## config.mk

```make
export PLATFORM = sky130hd
export DESIGN_NAME = booth_mul_sched_flat
export DESIGN_NICKNAME = d
export VERILOG_FILES = /design/src/rtl/booth_mul_sched_pkg.sv /design/src/rtl/booth_mul_sched_if.sv /design/src/rtl/booth_mul_sched_rr_arbiter.sv /design/src/rtl/booth_mul_sched.sv /design/src/flat_wrapper.sv
export SDC_FILE = /design/constraint.sdc
export NUM_CORES = 1
export LEC_CHECK = 0
export CAP_MARGIN = 20
export CORE_ASPECT_RATIO = 0.5
export CORE_UTILIZATION = 41
export DETAILED_ROUTE_END_ITERATION = 6
export PLACE_DENSITY = 0.78
export SLEW_MARGIN = 40
export SYNTH_ARGS = -nofsm -noshare
export SYNTH_HDL_FRONTEND = slang
export SYNTH_SLANG_ARGS = --single-unit
```

## constraint.sdc

```tcl
create_clock -name clk -period 1.7 [get_ports clk]
set_input_delay 0.255 -clock clk [delete_from_list [all_inputs] [get_ports clk]]
set_output_delay 0.255 -clock clk [all_outputs]
set_load 0.02 [all_outputs]
```

## src/rtl/booth_mul_sched_pkg.sv

```systemverilog
// Shared types, default widths and width helpers for the Booth multiplier
// scheduler and its arbiter.
package booth_sched_pkg;

  localparam int N_DEF    = 4;
  localparam int NREQ_DEF = 2;

  typedef enum logic [1:0] {
    IDLE = 2'd0,
    LOAD = 2'd1,
    ITER = 2'd2,
    DONE = 2'd3
  } sched_state_t;

  function automatic int cnt_width(input int n);
    return $clog2(n + 2);
  endfunction

  function automatic int idx_width(input int n);
    return (n > 1) ? $clog2(n) : 1;
  endfunction

endpackage

```

## src/rtl/booth_mul_sched_if.sv

```systemverilog
// Requester-side request/response bundle of the shared multiplier scheduler.
interface booth_mul_sched_if
  import booth_sched_pkg::*;
#(
  parameter int N    = N_DEF,
  parameter int NREQ = NREQ_DEF
);
  logic [NREQ-1:0]   req_valid;
  logic [NREQ-1:0]   req_ready;
  logic [NREQ*N-1:0] req_mr;
  logic [NREQ*N-1:0] req_md;
  logic [NREQ-1:0]   resp_valid;
  logic [NREQ-1:0]   resp_ready;
  logic [2*N-1:0]    resp_prod;

  modport master (
    output req_valid, req_mr, req_md, resp_ready,
    input  req_ready, resp_valid, resp_prod
  );

  modport slave (
    input  req_valid, req_mr, req_md, resp_ready,
    output req_ready, resp_valid, resp_prod
  );
endinterface

```

## src/rtl/booth_mul_sched_rr_arbiter.sv

```systemverilog
// Combinational round-robin arbiter: the requester after last_grant has the
// highest priority; the pointer register is held by the caller.
module rr_arbiter
  import booth_sched_pkg::*;
#(
  parameter  int NREQ = NREQ_DEF,
  localparam int IW   = idx_width(NREQ)
) (
  input  logic [NREQ-1:0] req,
  input  logic [IW-1:0]   last_grant,
  output logic [NREQ-1:0] grant,
  output logic [IW-1:0]   grant_idx
);

  logic found_s;

  // Scan indices above the pointer first, then wrap to the lower ones.
  always_comb begin
    grant     = '0;
    grant_idx = '0;
    found_s   = 1'b0;
    for (int i = 0; i < NREQ; i++) begin
      if (!found_s && req[i] && (IW'(i) > last_grant)) begin
        found_s   = 1'b1;
        grant[i]  = 1'b1;
        grant_idx = IW'(i);
      end else begin
        found_s = found_s;
      end
    end
    for (int i = 0; i < NREQ; i++) begin
      if (!found_s && req[i] && (IW'(i) <= last_grant)) begin
        found_s   = 1'b1;
        grant[i]  = 1'b1;
        grant_idx = IW'(i);
      end else begin
        found_s = found_s;
      end
    end
  end

endmodule

```

## src/rtl/booth_mul_sched.sv

```systemverilog
// Round-robin scheduler sharing one multi-cycle Booth multiplier between
// NREQ requesters; returns each product to the requester that issued it.
module booth_mul_sched
  import booth_sched_pkg::*;
#(
  parameter  int N    = N_DEF,
  parameter  int NREQ = NREQ_DEF,
  localparam int CW   = cnt_width(N),
  localparam int IW   = idx_width(NREQ)
) (
  input  logic                clk,
  input  logic                rst,
  booth_mul_sched_if.slave    bus,
  output logic                busy,
  output logic                mul_rst,
  output logic [N-1:0]        mul_mr,
  output logic [N-1:0]        mul_md,
  input  logic [2*N-1:0]      mul_out
);

  sched_state_t    state_r, state_s;
  logic [CW-1:0]   cnt_r;
  logic [IW-1:0]   owner_r, last_grant_r;
  logic [NREQ-1:0] resp_valid_r;
  logic [2*N-1:0]  resp_prod_r;
  logic [N-1:0]    mul_mr_r, mul_md_r;
  logic [NREQ-1:0] grant_s, req_ready_s, own_onehot_s;
  logic [IW-1:0]   grant_idx_s;
  logic [N-1:0]    sel_mr_s, sel_md_s;
  logic            release_s;

  rr_arbiter #(.NREQ(NREQ)) u_arb (
    .req        (bus.req_valid),
    .last_grant (last_grant_r),
    .grant      (grant_s),
    .grant_idx  (grant_idx_s)
  );

  // Winner operand mux and owner decode; grant is one-hot so OR-merging is safe.
  always_comb begin
    sel_mr_s     = '0;
    sel_md_s     = '0;
    own_onehot_s = '0;
    for (int i = 0; i < NREQ; i++) begin
      sel_mr_s        = sel_mr_s | (bus.req_mr[i*N +: N] & {N{grant_s[i]}});
      sel_md_s        = sel_md_s | (bus.req_md[i*N +: N] & {N{grant_s[i]}});
      own_onehot_s[i] = (owner_r == IW'(i));
    end
    release_s = |(bus.resp_ready & own_onehot_s);
  end

  // Next-state and accept logic.
  always_comb begin
    state_s     = state_r;
    req_ready_s = '0;
    case (state_r)
      IDLE: begin
        req_ready_s = grant_s;
        if (|grant_s) state_s = LOAD;
        else          state_s = IDLE;
      end
      LOAD: state_s = ITER;
      ITER: begin
        if (cnt_r == '0) state_s = DONE;
        else             state_s = ITER;
      end
      DONE: begin
        if (release_s) state_s = IDLE;
        else           state_s = DONE;
      end
      default: state_s = IDLE;
    endcase
  end

  // State register.
  always_ff @(posedge clk) begin
    if (rst) state_r <= IDLE;
    else     state_r <= state_s;
  end

  // Operand, ownership, iteration count and response registers.
  always_ff @(posedge clk) begin
    if (rst) begin
      cnt_r        <= '0;
      owner_r      <= '0;
      last_grant_r <= IW'(NREQ - 1);
      resp_valid_r <= '0;
      resp_prod_r  <= '0;
      mul_mr_r     <= '0;
      mul_md_r     <= '0;
    end else begin
      case (state_r)
        IDLE: begin
          if (|grant_s) begin
            mul_mr_r     <= sel_mr_s;
            mul_md_r     <= sel_md_s;
            owner_r      <= grant_idx_s;
            last_grant_r <= grant_idx_s;
          end
        end
        LOAD: cnt_r <= CW'(N);
        ITER: begin
          if (cnt_r == '0) begin
            resp_prod_r  <= mul_out;
            resp_valid_r <= own_onehot_s;
          end else begin
            cnt_r <= cnt_r - CW'(1);
          end
        end
        DONE: begin
          if (release_s) resp_valid_r <= '0;
        end
        default: resp_valid_r <= '0;
      endcase
    end
  end

  assign bus.req_ready  = req_ready_s;
  assign bus.resp_valid = resp_valid_r;
  assign bus.resp_prod  = resp_prod_r;
  assign busy           = (state_r != IDLE);
  assign mul_rst        = rst | (state_r == LOAD);
  assign mul_mr         = mul_mr_r;
  assign mul_md         = mul_md_r;

endmodule

```

## src/flat_wrapper.sv

```systemverilog
// flat-port wrapper written by rule: the top's interface ports become plain ports
module booth_mul_sched_flat import booth_sched_pkg::*;
#(
  parameter  int N    = N_DEF,
  parameter  int NREQ = NREQ_DEF,
  localparam int CW   = cnt_width(N),
  localparam int IW   = idx_width(NREQ)
)
  (clk, rst, busy, mul_rst, mul_mr, mul_md, mul_out, bus_req_valid, bus_req_mr, bus_req_md, bus_resp_ready, bus_req_ready, bus_resp_valid, bus_resp_prod);
  booth_mul_sched_if #(.N(N), .NREQ(NREQ)) bus_i ();
  input  logic clk;
  input  logic rst;
  output logic busy;
  output logic mul_rst;
  output logic [N-1:0] mul_mr;
  output logic [N-1:0] mul_md;
  input  logic [2*N-1:0] mul_out;
  input wire logic [$bits(bus_i.req_valid)-1:0] bus_req_valid;
  input wire logic [$bits(bus_i.req_mr)-1:0] bus_req_mr;
  input wire logic [$bits(bus_i.req_md)-1:0] bus_req_md;
  input wire logic [$bits(bus_i.resp_ready)-1:0] bus_resp_ready;
  output wire logic [$bits(bus_i.req_ready)-1:0] bus_req_ready;
  output wire logic [$bits(bus_i.resp_valid)-1:0] bus_resp_valid;
  output wire logic [$bits(bus_i.resp_prod)-1:0] bus_resp_prod;
  assign bus_i.req_valid = bus_req_valid;
  assign bus_i.req_mr = bus_req_mr;
  assign bus_i.req_md = bus_req_md;
  assign bus_i.resp_ready = bus_resp_ready;
  assign bus_req_ready = bus_i.req_ready;
  assign bus_resp_valid = bus_i.resp_valid;
  assign bus_resp_prod = bus_i.resp_prod;
  booth_mul_sched #(.N(N), .NREQ(NREQ)) u_core (.clk(clk), .rst(rst), .bus(bus_i), .busy(busy), .mul_rst(mul_rst), .mul_mr(mul_mr), .mul_md(mul_md), .mul_out(mul_out));
endmodule
```

==> flow_summary.json <==
{
  "first_pass_iters": 4,
  "worst_pin_slew_ns": 0.4567,
  "ys_ff_latch": 25,
  "post-route-period-util": 0.9673,
  "cts_tree": "done",
  "worstSkewPairLatency_ns": 0.27,
  "hold_class": "reg2reg",
  "wl_per_cell_um": 13.75,
  "path_clk_slew_ns": 0.08,
  "period_needed_ns": 1.644,
  "syn_nets": 167,
  "ios": 52,
  "grt_busiest_layer": "met2",
  "route.detailed.drc": 0,
  "fin_skew_ns": 0.003142,
  "place_area_um2": 1775,
  "worstPathCellList": "buf_4 -> inv_1 -> a21o_1 -> dlygate4sd2_1",
  "start_kind": "register",
  "hpwl_um": 2283,
  "slew_headroom": 0.6955,
  "grt.total_usage": 0.2047,
  "synthTopCellsByArea": "dfxtp_1 (42%), a211oi_2 (8.3%), a21oi_1 (7.9%)",
  "grt-ovfl-total": 0,
  "cts_made_buffers": 3,
  "antenna_found_initial": 0,
  "final_hold_viol_count": 0,
  "io_buffers": 51,
  "cp_top_family": "buffers and inverters",
  "fin_nets": 222,
  "met3_usage": 0.05909,
  "dieHeight_um": 40.30,
  "end_kind": "primary output",
  "antenna_cells": 0,
  "grt_first_pass_wirelength_um": 4747,
  "ys_top_cells_by_count": "dfxtp_1 (25), nand2_1 (20), a21oi_1 (19)",
  "cp_slowest_cell": "dfxtp_1",
  "yosys.area.top_type": "dfxtp_1",
  "cts_hold_buffers": 0,
  "synth_seq_area_share": 0.4162,
  "core_um2": 2684,
  "die_area_um2": 3167,
  "totalWireLength_um": 3108,
  "outcome": "finished, final reports clean",
  "yosysMostFrequentCell": "dfxtp_1",
  "synth_edf_count": 0,
  "h-tree-depth": 1,
  "die_w_um": 78.59,
  "syn_inst": 135,
  "grt_max_degree": 27,
  "max_freq_mhz": 608.1,
  "cp_num_buf_inv": 3,
  "root_buffer": "clkbuf_8",
  "p_per_area_nw_per_um2": 937.9,
  "leakage_nw": 0.6683,
  "ant_nets": 0,
  "vdd_drop_max_uv": 569.6,
  "grt_util_met2": 0.3957,
  "ys_warn_count": 0,
  "vias_per_cell": 5.226,
  "synthToLayoutAreaGrowth_pct": 51.72,
  "gp_congestion": 0.7662,
  "rsz0062_at_grt": "no",
  "final_cell_area_um2": 1824,
  "synth_top_area_share": 0.4162,
  "synth.avg_cell_area_um2": 8.907,
  "clk_path_buf_depth": 2,
  "synth_ff_type": "dfxtp_1",
  "vias": 1181,
  "grt_pass1_vias": 1042,
  "hold-worst-slack_ns": 0.4582,
  "critPathMaxStageDelay_ns": 0.39,
  "num_rows": 13,
  "drive_gt1_frac": 0.1323,
  "syn_area_um2": 1202,
  "numClockSinks": 25,
  "synthArstFlopShare": 0,
  "setup.worst_path.class": "reg2out",
  "cp_data_required_time_ns": 1.44,
  "setup_violations": 0,
  "synth.distinct_cells": 33,
  "met1_usage": 0.2366,
  "crit_fanout": 10,
  "slew_violations": 0,
  "cap_violations": 0,
  "cp.arrival_ns": 1.39,
  "start_util": 0.4480,
  "drt_iter0_drc": 27
}
==> tightest hold or removal path: stages (launching register included) <==
cell     delay [ns]
dfxtp_1        0.31
nand2_1        0.05
a21oi_1        0.05
==> stage by stage <==
stage | total power [mW] | TNS (ns) | std cells | util | setup slack (ns)
after floorplan | 1.100 | 0 | 135 | - | 0.3530
after global placement | 1.355 | -0.8007 | 222 | 0.6615 | -0.1909
after detailed placement | 1.375 | -1.226 | 222 | 0.6615 | -0.1992
after CTS | 1.712 | 0 | 226 | 0.6765 | 0.05447
after global routing | 1.818 | 0 | 226 | 0.6797 | 0.006459
final | 1.711 | 0 | 226 | 0.6797 | 0.05553
==> power breakdown <==
part | switching [mW] | internal [mW] | leakage [nW] | total [mW]
sequential | 0.0496 | 0.659 | 0.205 | 0.709
clock | 0.185 | 0.168 | 0.0228 | 0.353
combinational | 0.331 | 0.317 | 0.440 | 0.649
==> area by class of cell <==
class / count / area (um^2)
Fill cell: 231 / 859.6
Multi-Input combinational cell: 92 / 618.1
Timing Repair Buffer: 62 / 591.8
Sequential cell: 25 / 500.5
Tap cell: 37 / 46.29
Clock buffer: 4 / 45.04
Inverter: 6 / 22.52
==> final timing paths <==
check | end | startpoint | slack [ns] | cells past startpoint
worst max register to register | u_core.bus.resp_prod[7]$_SDFFE_PP0P_ | u_core.cnt_r[0]$_SDFFE_PP0P_ | 0.25 | 6
worst min register to register | u_core.bus.resp_prod[5]$_SDFFE_PP0P_ | u_core.bus.resp_prod[5]$_SDFFE_PP0P_ | 0.46 | 2
worst min-delay path | u_core.bus.resp_prod[5]$_SDFFE_PP0P_ | u_core.bus.resp_prod[5]$_SDFFE_PP0P_ | 0.46 | 2
worst max-delay path | mul_rst | u_core.state_r[1]$_SDFF_PP0_ | 0.06 | 4
==> what timing repair did <==
item / in CTS / in global routing
setup buffers: 0 / 0
gates resized for setup: 4 / 2
hold endpoints to repair: 0 / 0
setup endpoints to repair: 4 / 2
==> flip-flops by register name, summed over array words and instances (netlist names) <==
| register | flops |
|---|---|
| u_core.owner_r | 1 |
| u_core.last_grant_r | 1 |
| u_core.cnt_r | 3 |
| u_core.state_r | 2 |
| u_core.bus.resp_valid | 2 |
| u_core.mul_md | 4 |
| u_core.bus.resp_prod | 8 |
| u_core.mul_mr | 4 |
==> metal layers <==
layer / up-vias / wire length (um)
met2: 42 / 1550
met4: 0 / 13
met1: 542 / 1332
met5: - / 0
li1: 595 / -
met3: 2 / 212
==> cell families (layout without fill, tap and decap cells) <==
family / after synthesis / after routing / share of synthesized area
AO/OA/AOI/OAI: 49 / 49 / 0.3070
multiplexers: 1 / 1 / 0.008325
AND/OR/NAND/NOR: 40 / 40 / 0.1738
flip-flops: 25 / 25 / 0.4162
buffers and inverters: 18 / 72 / 0.07388
adder cells (fa/ha/maj): 2 / 2 / 0.02081
==> cell usage in the layout (no fill, tap or decap), types with 2 or more instances in the layout <==
cell type / Yosys / routed
a211oi_2: 8 / 8
and2_1: 2 / 2
clkbuf_8: 0 / 3
buf_4: 0 / 10
nor2_1: 2 / 2
a21oi_1: 19 / 19
inv_1: 6 / 6
nand2_1: 20 / 20
or2_1: 2 / 2
dlygate4sd2_1: 0 / 4
a32oi_1: 8 / 8
dfxtp_1: 25 / 25
o32ai_1: 3 / 3
nand2b_1: 2 / 2
o21ai_1: 2 / 2
ha_1: 2 / 2
o21ai_0: 2 / 2
nor2b_1: 4 / 4
a22oi_1: 2 / 2
clkdlybuf4s50_1: 0 / 47
Note: power is estimated with default switching activity, not from simulation.
